**src/rtl/hls_stream_to_xillybus_rd.sv**
```systemverilog
// hls_stream_to_xillybus_rd
//
// Bridges an HLS ap_fifo output stream to a Xillybus FPGA-to-host read stream.
// It uses an internal circular buffer of 2^DEPTH_LOG2 words. It also counts the
// words delivered to the host and keeps a sticky overflow flag.
//
// Optional feature macro: HLS_RD_EOF_EN. When it is defined, the adapter
// closes the stream after FRAME_WORDS accepted words. It then raises
// user_r_eof once the buffer has drained.
//
// Ports:
//   ap_clk, ap_rst   clock and asynchronous active-high reset
//   out_arr_din      word from the HLS core
//   out_arr_write    HLS write strobe
//   out_arr_full_n   adapter can accept a word this cycle
//   user_r_rden      Xillybus pop request
//   user_r_empty     buffer empty
//   user_r_data      popped word, registered (valid the cycle after rden)
//   user_r_eof       end of file (tied low without HLS_RD_EOF_EN)
//   user_r_open      host has the device file open; low flushes all state
//   words_sent       words popped since open, wraps at 16 bits
//   overflow         sticky: a write arrived while out_arr_full_n was low
module hls_stream_to_xillybus_rd #(
  parameter int unsigned DATA_W      = 32,
  parameter int unsigned DEPTH_LOG2  = 4,
  parameter int unsigned FRAME_WORDS = 64
) (
  input  logic              ap_clk,
  input  logic              ap_rst,
  input  logic [DATA_W-1:0] out_arr_din,
  input  logic              out_arr_write,
  output logic              out_arr_full_n,
  input  logic              user_r_rden,
  output logic              user_r_empty,
  output logic [DATA_W-1:0] user_r_data,
  output logic              user_r_eof,
  input  logic              user_r_open,
  output logic [15:0]       words_sent,
  output logic              overflow
);

  localparam int unsigned Depth = 1 << DEPTH_LOG2;
  localparam int unsigned PtrW  = DEPTH_LOG2 + 1;

  if (FRAME_WORDS < 1 || FRAME_WORDS > 65535) begin : gen_bad_frame_words
    $error("FRAME_WORDS must be in 1..65535");
  end

  logic [DATA_W-1:0] mem [Depth];

  logic [PtrW-1:0]   wr_ptr_q, wr_ptr_d;
  logic [PtrW-1:0]   rd_ptr_q, rd_ptr_d;
  logic [PtrW-1:0]   count;
  logic [15:0]       words_sent_q, words_sent_d;
  logic              overflow_q, overflow_d;
  logic [DATA_W-1:0] data_q;
  logic              acc, pop, frame_stop;

  // The extra pointer bit tells full (count == Depth) apart from empty.
  assign count          = wr_ptr_q - rd_ptr_q;
  assign user_r_empty   = (count == '0);
  // While closed, full_n is held high so the core never stalls.
  assign out_arr_full_n = ~user_r_open | ((count != PtrW'(Depth)) & ~frame_stop);
  // Writes to a closed device are silently dropped.
  assign acc            = out_arr_write & out_arr_full_n & user_r_open;
  assign pop            = user_r_rden & ~user_r_empty & user_r_open;

  always_comb begin
    wr_ptr_d     = wr_ptr_q + PtrW'(acc);
    rd_ptr_d     = rd_ptr_q + PtrW'(pop);
    words_sent_d = words_sent_q + 16'(pop);
    overflow_d   = overflow_q | (out_arr_write & ~out_arr_full_n);
    if (!user_r_open) begin
      wr_ptr_d     = '0;
      rd_ptr_d     = '0;
      words_sent_d = '0;
      overflow_d   = 1'b0;
    end
  end

  always_ff @(posedge ap_clk or posedge ap_rst) begin
    if (ap_rst) begin
      wr_ptr_q     <= '0;
      rd_ptr_q     <= '0;
      words_sent_q <= '0;
      overflow_q   <= 1'b0;
      data_q       <= '0;
    end else begin
      wr_ptr_q     <= wr_ptr_d;
      rd_ptr_q     <= rd_ptr_d;
      words_sent_q <= words_sent_d;
      overflow_q   <= overflow_d;
      if (pop) begin
        data_q <= mem[rd_ptr_q[DEPTH_LOG2-1:0]];
      end
    end
  end

  // Storage has no reset; words behind the read pointer are never observed.
  always_ff @(posedge ap_clk) begin
    if (acc) begin
      mem[wr_ptr_q[DEPTH_LOG2-1:0]] <= out_arr_din;
    end
  end

  assign user_r_data = data_q;
  assign words_sent  = words_sent_q;
  assign overflow    = overflow_q;

`ifdef HLS_RD_EOF_EN
  logic [15:0] frame_cnt_q, frame_cnt_d;
  logic        frame_stop_q, frame_stop_d;
  logic        eof_q, eof_d;

  always_comb begin
    frame_cnt_d  = frame_cnt_q + 16'(acc);
    frame_stop_d = frame_stop_q | (frame_cnt_d == 16'(FRAME_WORDS));
    // Raise eof on the same edge as the pop that drains the buffer, so that
    // eof and empty appear together.
    eof_d        = eof_q | (frame_stop_d & (wr_ptr_d == rd_ptr_d));
    if (!user_r_open) begin
      frame_cnt_d  = '0;
      frame_stop_d = 1'b0;
      eof_d        = 1'b0;
    end
  end

  always_ff @(posedge ap_clk or posedge ap_rst) begin
    if (ap_rst) begin
      frame_cnt_q  <= '0;
      frame_stop_q <= 1'b0;
      eof_q        <= 1'b0;
    end else begin
      frame_cnt_q  <= frame_cnt_d;
      frame_stop_q <= frame_stop_d;
      eof_q        <= eof_d;
    end
  end

  assign frame_stop = frame_stop_q;
  assign user_r_eof = eof_q;
`else
  assign frame_stop = 1'b0;
  assign user_r_eof = 1'b0;
`endif

endmodule

```
**config.mk**
```make
export PLATFORM = sky130hd
export DESIGN_NAME = hls_stream_to_xillybus_rd
export DESIGN_NICKNAME = d
export VERILOG_FILES = /design/src/rtl/hls_stream_to_xillybus_rd.sv
export SDC_FILE = /design/constraint.sdc
export NUM_CORES = 1
export LEC_CHECK = 0
export BUFFER_PORTS_ARGS = -buffer_cell sky130_fd_sc_hd__buf_2
export CORE_MARGIN = 5
export CORE_UTILIZATION = 50
export CTS_CLUSTER_DIAMETER = 50
export CTS_CLUSTER_SIZE = 10
export DETAILED_ROUTE_END_ITERATION = 16
export MAX_ROUTING_LAYER = met4
export PLACE_DENSITY = 0.68
export SLEW_MARGIN = 40
export SYNTH_ARGS = -nofsm -noshare
export SYNTH_HDL_FRONTEND = slang
export SYNTH_SLANG_ARGS = --single-unit
```
**constraint.sdc**
```tcl
create_clock -name ap_clk -period 13.1 [get_ports ap_clk]
set_input_delay 2.62 -clock ap_clk [delete_from_list [all_inputs] [get_ports ap_clk]]
set_output_delay 2.62 -clock ap_clk [all_outputs]
set_load 0.1 [all_outputs]
```
After elaboration in Yosys (flattened, before gate mapping)
Memories as Yosys holds them, arrays and structs flattened. A register that Yosys moved wholly into a read port is not among the register bits.
Cells that the tools add are included.
{"block": "classes", "bitwise": 10, "mux": 6, "eq_ne": 1, "reduce_logical": 1, "add_sub_neg": 4}
{"cell": "adder 16 x 1 -> 16 bit", "count": 1}
{"cell": "two-way mux 16 bit", "count": 1}
{"cell": "adder 5 x 1 -> 5 bit", "count": 2}
{"cell": "two-way mux 5 bit", "count": 2}
{"cell": "AND 1 bit", "count": 5}
{"cell": "logical NOT 5 bit", "count": 1}
{"cell": "!= test 5 bit (second input constant)", "count": 1}
{"cell": "subtractor 5 bit", "count": 1}
{"cell": "two-way mux 1 bit", "count": 3}
{"cell": "NOT 1 bit", "count": 3}
{"cell": "bitwise OR 1 bit", "count": 2}
{"block": "totals", "regBits": 27, "input_bits": 37, "ram_bits": 512, "elab_cells": 27, "out_inout_bits": 52, "memories": 1}
{"memory": "mem", "words": 16, "word_bits": 32, "rd": 1, "rd_ports_with_merged_regs": 1, "wr": 1, "line_no": "49", "source": "logic [DATA_W-1:0] mem [Depth];"}

Depth between registers and ports, before layout
{"block": "logic_depth", "depth_word": 7, "depth_mapped": 17, "ltp_nobuf": 12}

Least setup slack after synthesis
No wires, ideal clock.
{"block": "synth_timing", "kind": "input to register", "start": "input out_arr_write", "end": "memory mem[12][0] (enable)", "cell_stages": 3, "setup_slack_ns": 6.579, "t_required_ns": 12.598, "arrival_time_ns": 6.020, "setup_ns": 0.502, "n_path_buf": 0, "path_cell_list": "and2_1 o31ai_2 nor4_1"}
{"block": "synth_via", "elab_chain_cells": 4}
{"element": "start, declared", "line_no": "31", "source": "input logic out_arr_write,"}
{"element": "AND 1 bit (2 in a row)", "line_no": "65", "source": "assign acc = out_arr_write & out_arr_full_n & user_r_open;"}
{"element": "two-way mux 1 bit", "line_no": "101", "source": "if (acc) begin"}
{"element": "two-way mux 1 bit (implied by the code)", "line_no": "102", "source": "mem[wr_ptr_q[DEPTH_LOG2-1:0]] <= out_arr_din;"}
{"element": "end, declared", "line_no": "49"}
No other way between the ends.

Final worst setup path
{"block": "layout_timing", "start": "input user_r_open", "end": "output out_arr_full_n"}
{"block": "layout_via", "elab_chain_cells": 2}
{"element": "start, declared", "line_no": "37", "source": "input logic user_r_open,"}
{"element": "NOT 1 bit", "line_no": "63", "source": "assign out_arr_full_n = ~user_r_open | ((count != PtrW'(Depth)) & ~frame_stop);"}
{"element": "bitwise OR 1 bit", "line_no": "63"}
{"element": "end, declared", "line_no": "32", "source": "output logic out_arr_full_n,"}
No other way between the ends.

==> metrics.sh <==
RUN_STATUS='completed'
MULTI_INPUT_LOGIC_AREA_UM2=5010
FMAXACHIEVABLE_MHz=166
AREA_GROWTH_SYN_TO_LAYOUT_PCT=15.4
STATIC-LEAKAGE-POWER_nW=8.41
CRIT_PATH_END_KIND='output pin'
SYNTHESIS.YOSYS.WARNINGS=0
WIRE_PER_INST_UM=24.6
NUM_ROWS=76
GRT_PASS1_WL_UM=68100
HPWLAFTERDP_UM=24900
NUMBER_OF_GLOBAL_ROUTE_VIAS_BEFORE_REPAIR=10977
CTS_MAX_PATH_BUFFERS=3
SYNTH_TOP_CELLS_BY_AREA='sky130_fd_sc_hd__edfxtp_1 (70%), sky130_fd_sc_hd__mux4_2 (13%), sky130_fd_sc_hd__dfrtp_1 (6.7%)'
TOTAL_COUNT_OF_HOLD_CHECK_FAILURES_IN_THE_FINAL_REPORT=0
POST_SYNTH_INSTANCE_AREA_UM2=22000
WORSTSKEWPAIRLATENCY_NS=0.57
RSZ_0062_RAISED_AFTER_GLOBAL_ROUTING='no'
CP_SLOWEST_CELL='sky130_fd_sc_hd__buf_2'
CTS_HTREE_LEVELS=3
NNETSFINAL=1211
TIMING.CRITICAL_PATH.ARRIVAL_NS=3.39
FINAL_ANTENNA_NET_COUNT=0
SYNTH-EDFF-COUNT=512
MEAN_NUMBER_OF_VIAS_PER_CELL=5.77
PEAKVDDDROP_uV=152
TOP_USAGE_LAYER='met2'
SYN_NETS=1068
DIE_H_UM=220
TIMING_WORST_SLEW_PIN_VALUE_NS=0.750
SETUP_VIOLATIONS=0
FIN_CRIT_NS=6.01
CRITICAL_PATH.MAX_FANOUT=31
SYNTHFLOPTYPE='sky130_fd_sc_hd__edfxtp_1'
HOLD-WORST-SLACK_NS=0.503
POST-SYNTH-TOP-COUNT-CELL='sky130_fd_sc_hd__edfxtp_1'
SYNTH_ADDER_AREA_SHARE_PCT=0.568
LAYOUT-DRIVE-GT1-SHARE_PCT=32.2
REG2REGPATHDEPTH=11
SYNTH_TOP_AREA_CELL='sky130_fd_sc_hd__edfxtp_1'
POWER_FRAC_COMB_PCT=17.4
PRECTSSETUPSLACK_NS=7.07
FP.DIEAREA_UM2=48300
GLOBALROUTEMET2UTIL_PCT=30.8
SYNTH_MUX_AREA_SHARE_PCT=15.2
NUMCTSBUFFERS=68
POST_CTS_RESIZED=0
TIMING.HOLD.WORST.CLASS='flip-flop to flip-flop'
POST_CTS_HOLD_BUFFER_COUNT=0
CLOCKPOWERSHARE_PCT=37.0
CTS_SETUP_BUFFERS=0
NETSWITCHINGFRACTION_PCT=28.0
DRT_WL_TOTAL_UM=44300
POWERDENSITY_nW_PER_UM2=181
SYNTH-SEQ-AREA-SHARE_PCT=76.5
TOTALNEGATIVESETUPSLACK_NS=0
CTS_TREE='built'
ASYNC_FLOP_SHARE_PCT=10.3
CRIT_CHAIN='buf_2 -> nand2_1 -> buf_2'
POSTSYNTHAREAPERCELL_UM2=21.6
CP_SLOWEST_STAGE_DELAY_NS=0.42
GLOBAL_ROUTE.OVERFLOW_TOTAL=0
CRITICAL-PATH-TOP-CELL-BY-COUNT='sky130_fd_sc_hd__buf_2'
POWER.TOTAL_W=0.00461
FLOORPLAN.CORE_AREA_UM2=43400
DRCVIOLATIONCOUNT=0
TRACK_USAGE_PCT=19.5
CP.REQUIRED_NS=10.48
GRT_USE_MET1_PCT=27.0
FINAL.SETUP.WORST_SLACK_NS=7.09
INTERNAL-POWER_W=0.00332
TOTAL_SWITCHING_POWER_W=0.00129
IO_BUFFERS=87
FINAL-SEQ-AREA_UM2=16900
FILLER_CELL_COUNT=3150
CLOCK_SINK_COUNT=571
POST_SYNTH_XOR_AREA_FRACTION_PCT=0.915
CLOCK_SLEW_AT_THE_REGISTER_CLOCK_PINS_OF_THE_WORST_SETUP_AND_HOLD_PATHS_NS=0.05
NUMBER_OF_DISTINCT_LIBRARY_CELL_VARIANTS_IN_THE_GATE_LEVEL_NETLIST_AFTER_SYNTHESIS=38
CLOCK_SKEW_NS=0.0168
IOS=89
INITIAL_UTILIZATION_PCT=50.8
PLACE_CONGESTION=0.747
DRV.MAX_CAP_VIOLATION_COUNT=0
ANTENNA_VIOLATIONS_BEFORE_REPAIR=2
FIRST_PASS_ITERS=5
SYNTH_TOP_AREA_SHARE_PCT=69.8
TIMING_WORST_SETUP_PATH_TYPE='input port to output pin'
GROUTE.LAYER.MET3.USAGE_PCT=3.56
SYNTH_TOP_FAMILY_BY_AREA='multiplexers'
DIE_WIDTH_UM=220
TIMING.FINAL.MAX_SLEW_VIOLATIONS=0
SYNTH_SIMPLE_GATE_AREA_SHARE_PCT=2.77
DR.FIRST_ITER.DRC_COUNT=796
GRT_START_MAX_NET_PINS=69
POSTSYNTHREGISTERBITS=571
WORSTSETUPSTARTPOINTTYPE='input port'
SEQ_POWER_SHARE_PCT=45.6
SYN_INST=1021
SYNTH_COMMONEST_CELLS='sky130_fd_sc_hd__edfxtp_1 (512), sky130_fd_sc_hd__mux4_2 (128), sky130_fd_sc_hd__a22oi_1 (64)'
TIMING.FINAL.CRIT_SHARE_PCT=45.9
NUM_VIAS=10388
CLOCK-ROOT-BUFFER='sky130_fd_sc_hd__clkbuf_16'
SLEW_HEADROOM_PCT=50.0
SYNTH-COMPOUND-AREA-SHARE_PCT=2.56
HOLD-PATH-CELL-COUNT=1
## cell type report
class / count / area share, %
Sequential cell: 571 / 66.4
Multi-Input combinational cell: 388 / 19.7
Antenna cell: 1 / 0.00985
Inverter: 9 / 0.133
Tap cell: 585 / 2.88
Clock inverter: 4 / 0.187
Clock buffer: 116 / 7.78
Timing Repair Buffer: 126 / 2.93
## registers in the layout, indices dropped and copies added (netlist names)
| signal | flops |
|---|---|
| mem | 512 |
| user_r_data | 32 |
| words_sent | 16 |
| rd_ptr_q | 5 |
| wr_ptr_q | 5 |
| overflow | 1 |
## logic make-up after synthesis
| kind of cell | after synthesis |
|---|---|
| compound gates | 74 |
| other cells | 1 |
| fa+ha+maj | 10 |
| flops | 571 |
| simple gates | 120 |
| xor+xnor | 23 |
| mux | 160 |
| buf+inv | 62 |
## per-stage QoR
step	utilization, %	instance area [um2]	std cells
finish	58.6	25400	1800
global route	58.6	25400	1800
CTS	58.6	25400	1799
detailed placement	53.9	23400	1679
global placement	53.8	23300	1677
floorplan	-	22000	1021
## power groups by stage
stage / sequential (W) / combinational (W) / clock (W)
finish: 0.00210 / 0.000803 / 0.00170
global route: 0.00211 / 0.000841 / 0.00183
CTS: 0.00210 / 0.000814 / 0.00174
detailed placement: 0.00214 / 0.000812 / 0
global placement: 0.00214 / 0.000805 / 0
floorplan: 0.00250 / 0.000304 / 0
## placed cells by master (no fill, tap or decap), drive strengths merged, types with 13 or more instances in the layout
master	synthesis	final
and2	22	22
clkbuf	26	116
dfrtp	59	59
buf	27	126
mux2	32	32
nor3	15	15
nand2	44	44
edfxtp	512	512
mux4	128	128
xnor2	13	13
a22oi	64	64
## critical path, delay by kind of cell
family / cells / cell delay, ns
and+or+nand+nor: 1 / 0.10
buffers and inverters: 2 / 0.66
## per-layer routing
layer	routed length [um]	share of wire, %	up-vias
met4	804	1.8	0
li1	-	-	4499
met2	22100	50	322
met5	0	0	-
met3	2650	6.0	72
met1	18800	42	5495
## final timing paths
path / from / endpoint / slack (ns)
worst min-delay path: user_r_data[14]$_DFFE_PP0N_ / user_r_data[14]$_DFFE_PP0N_ / 0.50
worst min register to register: user_r_data[14]$_DFFE_PP0N_ / user_r_data[14]$_DFFE_PP0N_ / 0.50
worst max-delay path: user_r_open / out_arr_full_n / 7.09
min in group asynchronous: ap_rst / user_r_data[11]$_DFFE_PP0N_ / 2.23
worst max register to register: rd_ptr_q[0]$_DFF_PP0_ / rd_ptr_q[4]$_DFF_PP0_ / 9.22
max in group asynchronous: ap_rst / rd_ptr_q[0]$_DFF_PP0_ / 10.38
Power figures use the tool's default switching activity.
